[src/rtl/fetch_stage1_pkg.sv]
// rtl/fetch_stage1_pkg.sv - shared opcode, instruction-field and register-file definitions
// Interlock state exists only when LOAD_USE_INTERLOCK_EN is defined.
package fetch_stage1_pkg;

  localparam int REG_COUNT = 16;
  localparam int REG_IDX_W = $clog2(REG_COUNT);

  localparam int INSN_W     = 32;
  localparam int OPCODE_MSB = 31;
  localparam int OPCODE_LSB = 27;
  localparam int DEST_MSB   = 26;
  localparam int DEST_LSB   = 23;
  localparam int REG_A_MSB  = 22;
  localparam int REG_A_LSB  = 19;
  localparam int REG_B_MSB  = 18;
  localparam int REG_B_LSB  = 15;

  typedef enum logic [4:0] {
    OPCODE_NOP    = 5'd0,
    OPCODE_ALU    = 5'd1,
    OPCODE_LOAD   = 5'd2,
    OPCODE_STORE  = 5'd3,
    OPCODE_MOVI   = 5'd4,
    OPCODE_JUMP   = 5'd5,
    OPCODE_BRANCH = 5'd6,
    OPCODE_CALL   = 5'd7,
    OPCODE_RETURN = 5'd8,
    OPCODE_HALT   = 5'd9
  } opcode_t;

  localparam logic [INSN_W-1:0] NOP_WORD = {OPCODE_NOP, 27'h0};

`ifdef LOAD_USE_INTERLOCK_EN
  typedef enum logic [1:0] {ST_RUNNING, ST_SHADOW, ST_INTERLOCK} state_t;
`else
  typedef enum logic [1:0] {ST_RUNNING, ST_SHADOW} state_t;
`endif

  function automatic opcode_t get_opcode(input logic [INSN_W-1:0] word);
    return opcode_t'(word[OPCODE_MSB:OPCODE_LSB]);
  endfunction

  function automatic logic [REG_IDX_W-1:0] get_dest(input logic [INSN_W-1:0] word);
    return word[DEST_MSB:DEST_LSB];
  endfunction

  function automatic logic [REG_IDX_W-1:0] get_reg_a(input logic [INSN_W-1:0] word);
    return word[REG_A_MSB:REG_A_LSB];
  endfunction

  function automatic logic [REG_IDX_W-1:0] get_reg_b(input logic [INSN_W-1:0] word);
    return word[REG_B_MSB:REG_B_LSB];
  endfunction

  function automatic logic is_control(input opcode_t op);
    return op inside {OPCODE_JUMP, OPCODE_BRANCH, OPCODE_CALL, OPCODE_RETURN};
  endfunction

  function automatic logic writes_reg(input opcode_t op);
    return op inside {OPCODE_LOAD, OPCODE_ALU, OPCODE_CALL, OPCODE_MOVI};
  endfunction

  // LOAD and STORE use reg A as the address base; BRANCH compares A against B.
  function automatic logic reads_a(input opcode_t op);
    return op inside {OPCODE_ALU, OPCODE_LOAD, OPCODE_STORE, OPCODE_BRANCH};
  endfunction

  function automatic logic reads_b(input opcode_t op);
    return op inside {OPCODE_ALU, OPCODE_STORE, OPCODE_BRANCH};
  endfunction

endpackage

[src/rtl/fetch_stage1_shadow_counter.sv]
// rtl/fetch_stage1_shadow_counter.sv - 3-bit branch-shadow down-counter that saturates at zero
module shadow_counter (
  input  logic       clock,
  input  logic       reset,
  input  logic       load,
  input  logic [2:0] load_value,
  input  logic       decrement,
  output logic       zero
);

  logic [2:0] r_count;

  always_ff @(posedge clock or posedge reset) begin
    if (reset) begin
      r_count <= 3'd0;
    end else if (load) begin
      r_count <= load_value;
    end else if (decrement && (r_count != 3'd0)) begin
      r_count <= r_count - 3'd1;
    end
  end

  assign zero = (r_count == 3'd0);

endmodule

[src/rtl/fetch_stage1.sv]
// rtl/fetch_stage1.sv - fetch stage 1: decode, branch-shadow fetch blocking, optional load-use interlock
// Optional feature: define LOAD_USE_INTERLOCK_EN to enable the load-use interlock.
module fetch_stage1
  import fetch_stage1_pkg::*;
#(
  parameter int BRANCH_SHADOW = 2
) (
  input  logic        reset,
  input  logic        clock,
  input  logic [31:0] inbound_instruction,
  output logic [31:0] outbound_instruction,
  output logic [3:0]  reg_dest_index,
  output logic [3:0]  reg_a_index,
  output logic [3:0]  reg_b_index,
  output logic        writes_reg,
  output logic        block_fetch
);

  localparam logic [2:0] SHADOW_INIT = 3'(BRANCH_SHADOW - 1);

  state_t      r_state;
  logic [31:0] r_outbound;
  logic        r_writes_reg;
  logic        r_block_fetch;

  opcode_t     w_in_op;
  logic        w_in_control;
  logic        w_cnt_load;
  logic        w_cnt_dec;
  logic        w_cnt_zero;

  assign w_in_op      = get_opcode(inbound_instruction);
  assign w_in_control = is_control(w_in_op);

`ifdef LOAD_USE_INTERLOCK_EN
  logic [31:0] r_hold;
  opcode_t     w_hold_op;
  logic        w_load_use;

  assign w_hold_op = get_opcode(r_hold);

  // Only a LOAD already on the outbound side can hazard the word arriving now.
  assign w_load_use = (get_opcode(r_outbound) == OPCODE_LOAD) &&
                      ((reads_a(w_in_op) && (get_reg_a(inbound_instruction) == get_dest(r_outbound))) ||
                       (reads_b(w_in_op) && (get_reg_b(inbound_instruction) == get_dest(r_outbound))));
`endif

  always_comb begin
    w_cnt_load = 1'b0;
    w_cnt_dec  = 1'b0;
    case (r_state)
      ST_RUNNING: begin
`ifdef LOAD_USE_INTERLOCK_EN
        w_cnt_load = w_in_control && !w_load_use;
`else
        w_cnt_load = w_in_control;
`endif
      end
      ST_SHADOW:    w_cnt_dec  = !w_cnt_zero;
`ifdef LOAD_USE_INTERLOCK_EN
      ST_INTERLOCK: w_cnt_load = is_control(w_hold_op);
`endif
      default: begin
        w_cnt_load = 1'b0;
        w_cnt_dec  = 1'b0;
      end
    endcase
  end

  shadow_counter u_shadow_counter (
    .clock      (clock),
    .reset      (reset),
    .load       (w_cnt_load),
    .load_value (SHADOW_INIT),
    .decrement  (w_cnt_dec),
    .zero       (w_cnt_zero)
  );

  always_ff @(posedge clock or posedge reset) begin
    if (reset) begin
      r_state       <= ST_RUNNING;
      r_outbound    <= NOP_WORD;
      r_writes_reg  <= 1'b0;
      r_block_fetch <= 1'b0;
`ifdef LOAD_USE_INTERLOCK_EN
      r_hold        <= NOP_WORD;
`endif
    end else begin
      case (r_state)
        ST_RUNNING: begin
`ifdef LOAD_USE_INTERLOCK_EN
          if (w_load_use) begin
            r_hold        <= inbound_instruction;
            r_outbound    <= NOP_WORD;
            r_writes_reg  <= 1'b0;
            r_block_fetch <= 1'b1;
            r_state       <= ST_INTERLOCK;
          end else
`endif
          begin
            r_outbound    <= inbound_instruction;
            r_writes_reg  <= fetch_stage1_pkg::writes_reg(w_in_op);
            r_block_fetch <= w_in_control;
            r_state       <= w_in_control ? ST_SHADOW : ST_RUNNING;
          end
        end

        // Control transfers arriving here pass through but never reload the counter.
        ST_SHADOW: begin
          r_outbound    <= inbound_instruction;
          r_writes_reg  <= fetch_stage1_pkg::writes_reg(w_in_op);
          r_block_fetch <= !w_cnt_zero;
          r_state       <= w_cnt_zero ? ST_RUNNING : ST_SHADOW;
        end

`ifdef LOAD_USE_INTERLOCK_EN
        // Stage 0 was held, so the inbound word is a repeat of r_hold and is dropped.
        ST_INTERLOCK: begin
          r_outbound    <= r_hold;
          r_writes_reg  <= fetch_stage1_pkg::writes_reg(w_hold_op);
          r_block_fetch <= is_control(w_hold_op);
          r_state       <= is_control(w_hold_op) ? ST_SHADOW : ST_RUNNING;
        end
`endif

        default: begin
          r_outbound    <= NOP_WORD;
          r_writes_reg  <= 1'b0;
          r_block_fetch <= 1'b0;
          r_state       <= ST_RUNNING;
        end
      endcase
    end
  end

  assign outbound_instruction = r_outbound;
  assign reg_dest_index       = get_dest(r_outbound);
  assign reg_a_index          = get_reg_a(r_outbound);
  assign reg_b_index          = get_reg_b(r_outbound);
  assign writes_reg           = r_writes_reg;
  assign block_fetch          = r_block_fetch;

endmodule

[config.mk]
export PLATFORM = sky130hd
export DESIGN_NAME = fetch_stage1
export DESIGN_NICKNAME = d
export VERILOG_FILES = /design/src/rtl/fetch_stage1_pkg.sv /design/src/rtl/fetch_stage1_shadow_counter.sv /design/src/rtl/fetch_stage1.sv
export SDC_FILE = /design/constraint.sdc
export NUM_CORES = 1
export LEC_CHECK = 0
export CORE_AREA = 2 2 65 67
export DETAILED_ROUTE_END_ITERATION = 6
export DIE_AREA = 0 0 67 69
export PLACE_DENSITY = 0.7
export SETUP_SLACK_MARGIN = 0.15
export SYNTH_ARGS = -nofsm -noshare
export SYNTH_HDL_FRONTEND = slang
export SYNTH_SLANG_ARGS = --single-unit
[constraint.sdc]
create_clock -name clock -period 1.6 [get_ports clock]
set_input_delay 0.4 -clock clock [delete_from_list [all_inputs] [get_ports clock]]
set_output_delay 0.4 -clock clock [all_outputs]
set_load 0.01 [all_outputs]
### Word level (Yosys, flattened, before mapping)

Index checks and enable logic that the tools add are counted.

| storage, ports and cells | value |
|---|---|
| register bits after elaboration | 39 |
| bits of input ports | 34 |
| output and inout port bits | 46 |

| operators by class | value |
|---|---|
| add/subtract/negate cells | 1 |
| multiplexer cells | 10 |
| equality and inequality tests | 8 |
| reductions and logical operators | 9 |

Operator list:

| operator | number |
|---|---|
| two-way mux 32 bit | 1 |
| == test 5 x 3 -> 1 bit (second input constant) | 4 |
| nonzero test 4 bit | 2 |
| two-way mux 3 bit | 2 |
| == test 5 x 1 -> 1 bit (second input constant) | 1 |
| == test 5 x 2 -> 1 bit (second input constant) | 1 |
| == test 5 x 4 -> 1 bit (second input constant) | 1 |
| two-way mux 1 bit | 5 |
| one-hot mux 1 bit (2 select lines) | 2 |
| zero test 3 bit | 1 |
| nonzero test 3 bit | 1 |
| subtractor 3 x 1 -> 3 bit (second input constant) | 1 |
| == test 2 x 1 -> 1 bit (second input constant) | 1 |
| zero test 2 bit | 1 |
| nonzero test 2 bit | 1 |
| OR reduction 2 bit | 1 |
| logical AND 1 bit | 1 |
| zero test 1 bit | 1 |

### Depth between registers and ports, before layout

| logic depth | value |
|---|---|
| depth in word-level cells | 6 |
| mapped depth | 6 |

### Cells and area by module

From an unflattened synthesis, not the netlist that was laid out.

| second synthesis, totals | value |
|---|---|
| cell total of the unflattened synthesis | 80 |
| area total of the unflattened synthesis | 1,251.2 sq um |

By module, submodules not included:

| module | cells each | instances | area each (sq um) |
|---|---|---|---|
| fetch_stage1 | 60 | 1 | 1,039.7 |
| shadow_counter | 20 | 1 | 211.5 |

### Worst setup path before layout

Ideal clock, no wire load.

| timing path | value |
|---|---|
| path type | reg-to-reg |
| start | register u_shadow_counter.r_count[0] |
| end | register u_shadow_counter.r_count[1] |
| arrival time | 1.407 ns |
| required time | 1.523 ns |
| setup time | 0.077 ns |
| path buffers | 0 |
| slack | 0.115 ns |
| cell stages (with the launch flop) | 7 |
| cells stage by stage | dfrtp_1 -> inv_1 -> ha_1 -> ha_1 -> nor2b_1 -> mux2_2 -> a21oi_1 |

| on the way | value |
|---|---|
| cells in the longest elaborated chain, start to end | 5 |
| elaborated cells between the ends (all ways) | 9 |
| those cells by class | add/sub (1); mux (3); reduce/logical (5) |

RTL lines:

| element | RTL line | source |
|---|---|---|
| from (decl) | fetch_stage1_shadow_counter.sv:11 | `logic [2:0] r_count;` |
| from (signal assigned) | fetch_stage1_shadow_counter.sv:17 | `r_count <= load_value;` |
| from (signal assigned) | fetch_stage1_shadow_counter.sv:19 | `r_count <= r_count - 3'd1;` |
| branches (longest 5 deep; another with subtractor 3 x 1 -> 3 bit) | - |  |

Parallel ways; which one is timed is not known. The select of a mux whose other input is x is not followed.
A chain may end at the register's enable or synchronous reset.

### Final worst setup path

| timing path | value |
|---|---|
| start | input inbound_instruction[30] |
| end | register u_shadow_counter.r_count[0] |

| on the way | value |
|---|---|
| cells in the longest elaborated chain, start to end | 4 |
| elaborated cells between the ends (all ways) | 8 |
| those cells by class | eq/ne (4); mux (2); reduce/logical (2) |

RTL lines:

| element | RTL line | source |
|---|---|---|
| from (decl) | fetch_stage1.sv:10 | `input logic [31:0] inbound_instruction,` |
| == test 5 x 3 -> 1 bit or == test 5 x 4 -> 1 bit (tied branches) | fetch_stage1_pkg.sv:56 | `return op inside {OPCODE_JUMP, OPCODE_BRANCH, OPCODE_CALL, OPCODE_RETURN};` |
| nonzero test 4 bit (*) | fetch_stage1_pkg.sv:56 |  |
| two-way mux 1 bit (*) | fetch_stage1.sv:51 | `case (r_state)` |
| two-way mux 3 bit or nonzero test 2 bit (tied branches) | - |  |

Mark *: on every way between the ends. The rest lies on a longest branch, timed or not.

==> metrics.md <==
| Metric | Value |
|---|---|
| Static leakage | `about 1 nW` |
| Final setup violation count | `0` |
| Number of register bits inferred by synthesis | `37` |
| Fmax | `702.1 MHz` |
| Remaining global-route overflow | `0` |
| Net count of the finished layout | `roughly 190` |
| Area fraction in compound gates after synthesis | `0.03308` |
| Clock tree skew after final layout | `around 0.38 ps` |
| Biggest area contributors in the synthesized netlist | `sky130_fd_sc_hd__dfrtp_1 79%, sky130_fd_sc_hd__buf_4 7.7%, sky130_fd_sc_hd__ha_1 2.1%, sky130_fd_sc_hd__mux2_2 1.9%, sky130_fd_sc_hd__xnor2_1 1.5%` |
| Number of enable flip-flop cells after synthesis | `0` |
| Root cell of the clock tree | `sky130_fd_sc_hd__clkbuf_8` |
| Count of buffers from port buffering | `between 70 and 80` |
| Clock buffer count from CTS | `5` |
| Cell internal pwr | `~0.0017 W` |
| FFs w/ async S/R, synth | `1.000` |
| Highest ir drop seen on vdd | `about 460 uV` |
| R2r startpoint | `u_shadow_counter.r_count[0]` |
| All-Layer GR Usage | `0.1228` |
| Vias per cell | `roughly 4` |
| Post-DP HPWL | `between 2000 and 2500 um` |
| Power share of the sequential group | `0.462` |
| Area share of xor/xnor cells in the synthesized design | `0.02241` |
| Crit Path Category | `input pin to flip-flop` |
| RSZ-0062 raised after global routing | `yes` |
| Routability Congestion | `~0.76` |
| Final WS setup | `about 180 ps` |
| Final core area utilization | `0.5214` |
| Worst Setup End Kind | `flip-flop` |
| Multiplexer area fraction after synthesis | `0.01921` |
| TritonCTS clock tree | `yes` |
| Die W | `67 um` |
| CP Max Fanout | `4` |
| Period minus WS final | `~1400 ps` |
| Switching power as a share of total power | `0.2590` |
| Number of clock sinks seen by CTS | `37` |
| Post-layout total power | `~0.0023 W` |
| Distinct cell type count of the synthesized netlist | `15` |
| Total count of hold-check failures in the final report | `0` |
| Most common cell in the synthesized netlist | `sky130_fd_sc_hd__dfrtp_1` |
| CP arrival | `1640 ps` |
| Maximum number of pins on one net before global-route repair | `27` |
| Overall die height | `69 um` |
| Most frequently used flop master after synthesis | `sky130_fd_sc_hd__dfrtp_1` |
| Arithmetic-cell share of the synthesized area counting full adders, half adders and majority gates | `0.02134` |
| Total power per unit cell area | `1127 nW/um^2` |
| Total Die Area | `4623 sq um` |
| Std-Cell Rows | `23` |
| Largest register FFs | `32` |
| Synth top area share | `0.7898` |
| Final Cycle Share | `0.8902` |
| Relative contribution of the clock network to total power | `0.256` |
| Core Area | `between 3000 and 4000 sq um` |
| Number of DRC violations after detailed-routing iteration 0 | `67` |
| Worst-Skew Late Latency | `~270 ps` |
| Mean cell area of the mapped netlist | `between 15 and 20 sq um` |
| Number of antenna-violating nets in the routed design | `0` |
| Share of post-route cells with drive strength above 1 | `0.1467` |
| Initial standard-cell utilization of the core | `0.2996` |
| Fraction of the mapped netlist area in simple logic gates | `0.02455` |
| Number of maximum-capacitance constraint violations | `0` |
| Buffers from clock root to sink, at most | `2` |
| Register clock-pin slew on the reported worst setup and hold paths | `approximately 70 ps` |
| Detailed Route WL | `roughly 2700 um` |
| Level count of the clock H-tree | `2` |
| Slew headroom | `0.7682` |
| Global-route wire length before repair | `between 4000 and 5000 um` |
| Number of slew-limit violations in the final report | `0` |
| Actual transition at the worst max-transition pin | `344.1 ps` |
| Share of power burned in combinational logic | `0.282` |
| Worst hold path type | `input pin to async pin` |
| Number of primary I/O pins | `80` |
| Mapped Cells | `70` |
| Final TNS setup | `0 ps` |
| Share of the yosys chip area belonging to registers | `0.7898` |
| Dominant cell type by area after synthesis | `sky130_fd_sc_hd__dfrtp_1` |
| DR vias | `~800` |
| Mapped cell area | `about 1200 sq um` |
| Critical Path Source Type | `input pin` |
| Average routed wire per standard cell | `about 13 um` |
| Initial antenna violation count | `0` |
| Number of antenna diodes | `0` |
| Fill count | `roughly 360` |
| Net switching power figure | `roughly 0.0006 W` |
| Combinational family with the most area after synthesis | `buffers and inverters` |
| Crit. Startpoint | `inbound_instruction[30]` |
| Area growth, synth to finish | `74.07%` |
| Total nets after synthesis | `between 100 and 150` |
| Number of global-route vias before repair | `866` |
| Placement-stage worst setup slack | `-220.9 ps` |
| Status | `completed` |
| Residual DRC | `0` |
| Number of warnings issued by yosys | `0` |
| List of most frequent post-synthesis cells | `37 x sky130_fd_sc_hd__dfrtp_1, 12 x sky130_fd_sc_hd__buf_4, 4 x sky130_fd_sc_hd__inv_1` |
| Data required, critical path | `roughly 1800 ps` |
| Initial DRT Pass Iterations | `2` |
[layout by cell type (no fill, tap or decap), drive strengths merged, types with 2 or more instances in the layout]
cell type | netlist | final
buf | 12 | 5
mux2 | 2 | 2
o21ai | 2 | 2
clkbuf | 0 | 6
xnor2 | 2 | 2
ha | 2 | 2
dlygate4sd2 | 0 | 48
clkdlybuf4s50 | 0 | 31
clkinv | 0 | 2
dfrtp | 37 | 37
a21oi | 2 | 2
inv | 4 | 4
a21o | 2 | 2
[what timing repair did]
item | 4_1_cts | 5_1_grt
gates resized for setup | 54 | 4
endpoints found under the setup margin | 50 | 3
hold buffers | 0 | 0
buffers inserted | 1 | 0
[routing by layer]
layer  vias up  global-route usage  routed length, um
li1        365                   -                  -
met1       374              0.1119                814
met2        52              0.2200               1504
met3         6             0.04405                296
met4         0             0.07710                 73
met5         -                   0                  0
[layout make-up]
cell class,count,area (sq um),area share
Clock buffer,6,72.57,0.03556
Sequential cell,37,925.9,0.4537
Timing Repair Buffer,84,768.2,0.3765
Inverter,4,15.01,0.007357
Tap cell,50,62.56,0.03066
Clock inverter,2,10.01,0.004905
Multi-Input combinational cell,17,186.4,0.09135
[kinds of logic (layout without fill, tap and decap cells)]
logic type,Yosys count,in the layout
AO/OA/AOI/OAI,6,6
XOR/XNOR,3,3
flip-flops,37,37
AND/OR/NAND/NOR,4,4
buffers and inverters,16,96
adder cells (fa/ha/maj),2,2
multiplexers,2,2
[stage by stage]
step | std cells | hold slack (ps) | instance area (sq um)
detailed placement | 191 | 613.3 | 1968
global route | 200 | 444.8 | 2041
global placement | 191 | 574.6 | 1968
finish | 200 | 432.2 | 2041
CTS | 200 | 429.0 | 2021
floorplan | 70 | 431.4 | 1175
[power groups by stage]
stage	logic [W]	clock network, W	registers [W]
after floorplan	0.000258	0	0.00111
after global placement	0.000520	0	0.00108
after detailed placement	0.000569	0	0.00108
after CTS	0.000619	0.000615	0.00106
after global routing	0.000701	0.000673	0.00107
final	0.000649	0.000588	0.00106
[critical path, stage by stage]
cell                              delay, ps
sky130_fd_sc_hd__clkdlybuf4s50_1        480
sky130_fd_sc_hd__or4b_4                 490
sky130_fd_sc_hd__o21ai_4                110
sky130_fd_sc_hd__a21o_1                 150
[worst paths after layout]
check / depth (start not counted) / slack (ps) / to
setup / recovery: 4 / 180 / u_shadow_counter.r_count[0]
hold / removal: 3 / 430 / outbound_instruction[25]
setup reg to reg: 6 / 200 / u_shadow_counter.r_count[1]
hold reg to reg: 2 / 620 / u_shadow_counter.r_count[1]
max in group asynchronous: 3 / 850 / outbound_instruction[27]
min in group clock: 1 / 450 / outbound_instruction[28]
(Power assumes the default switching activity.)
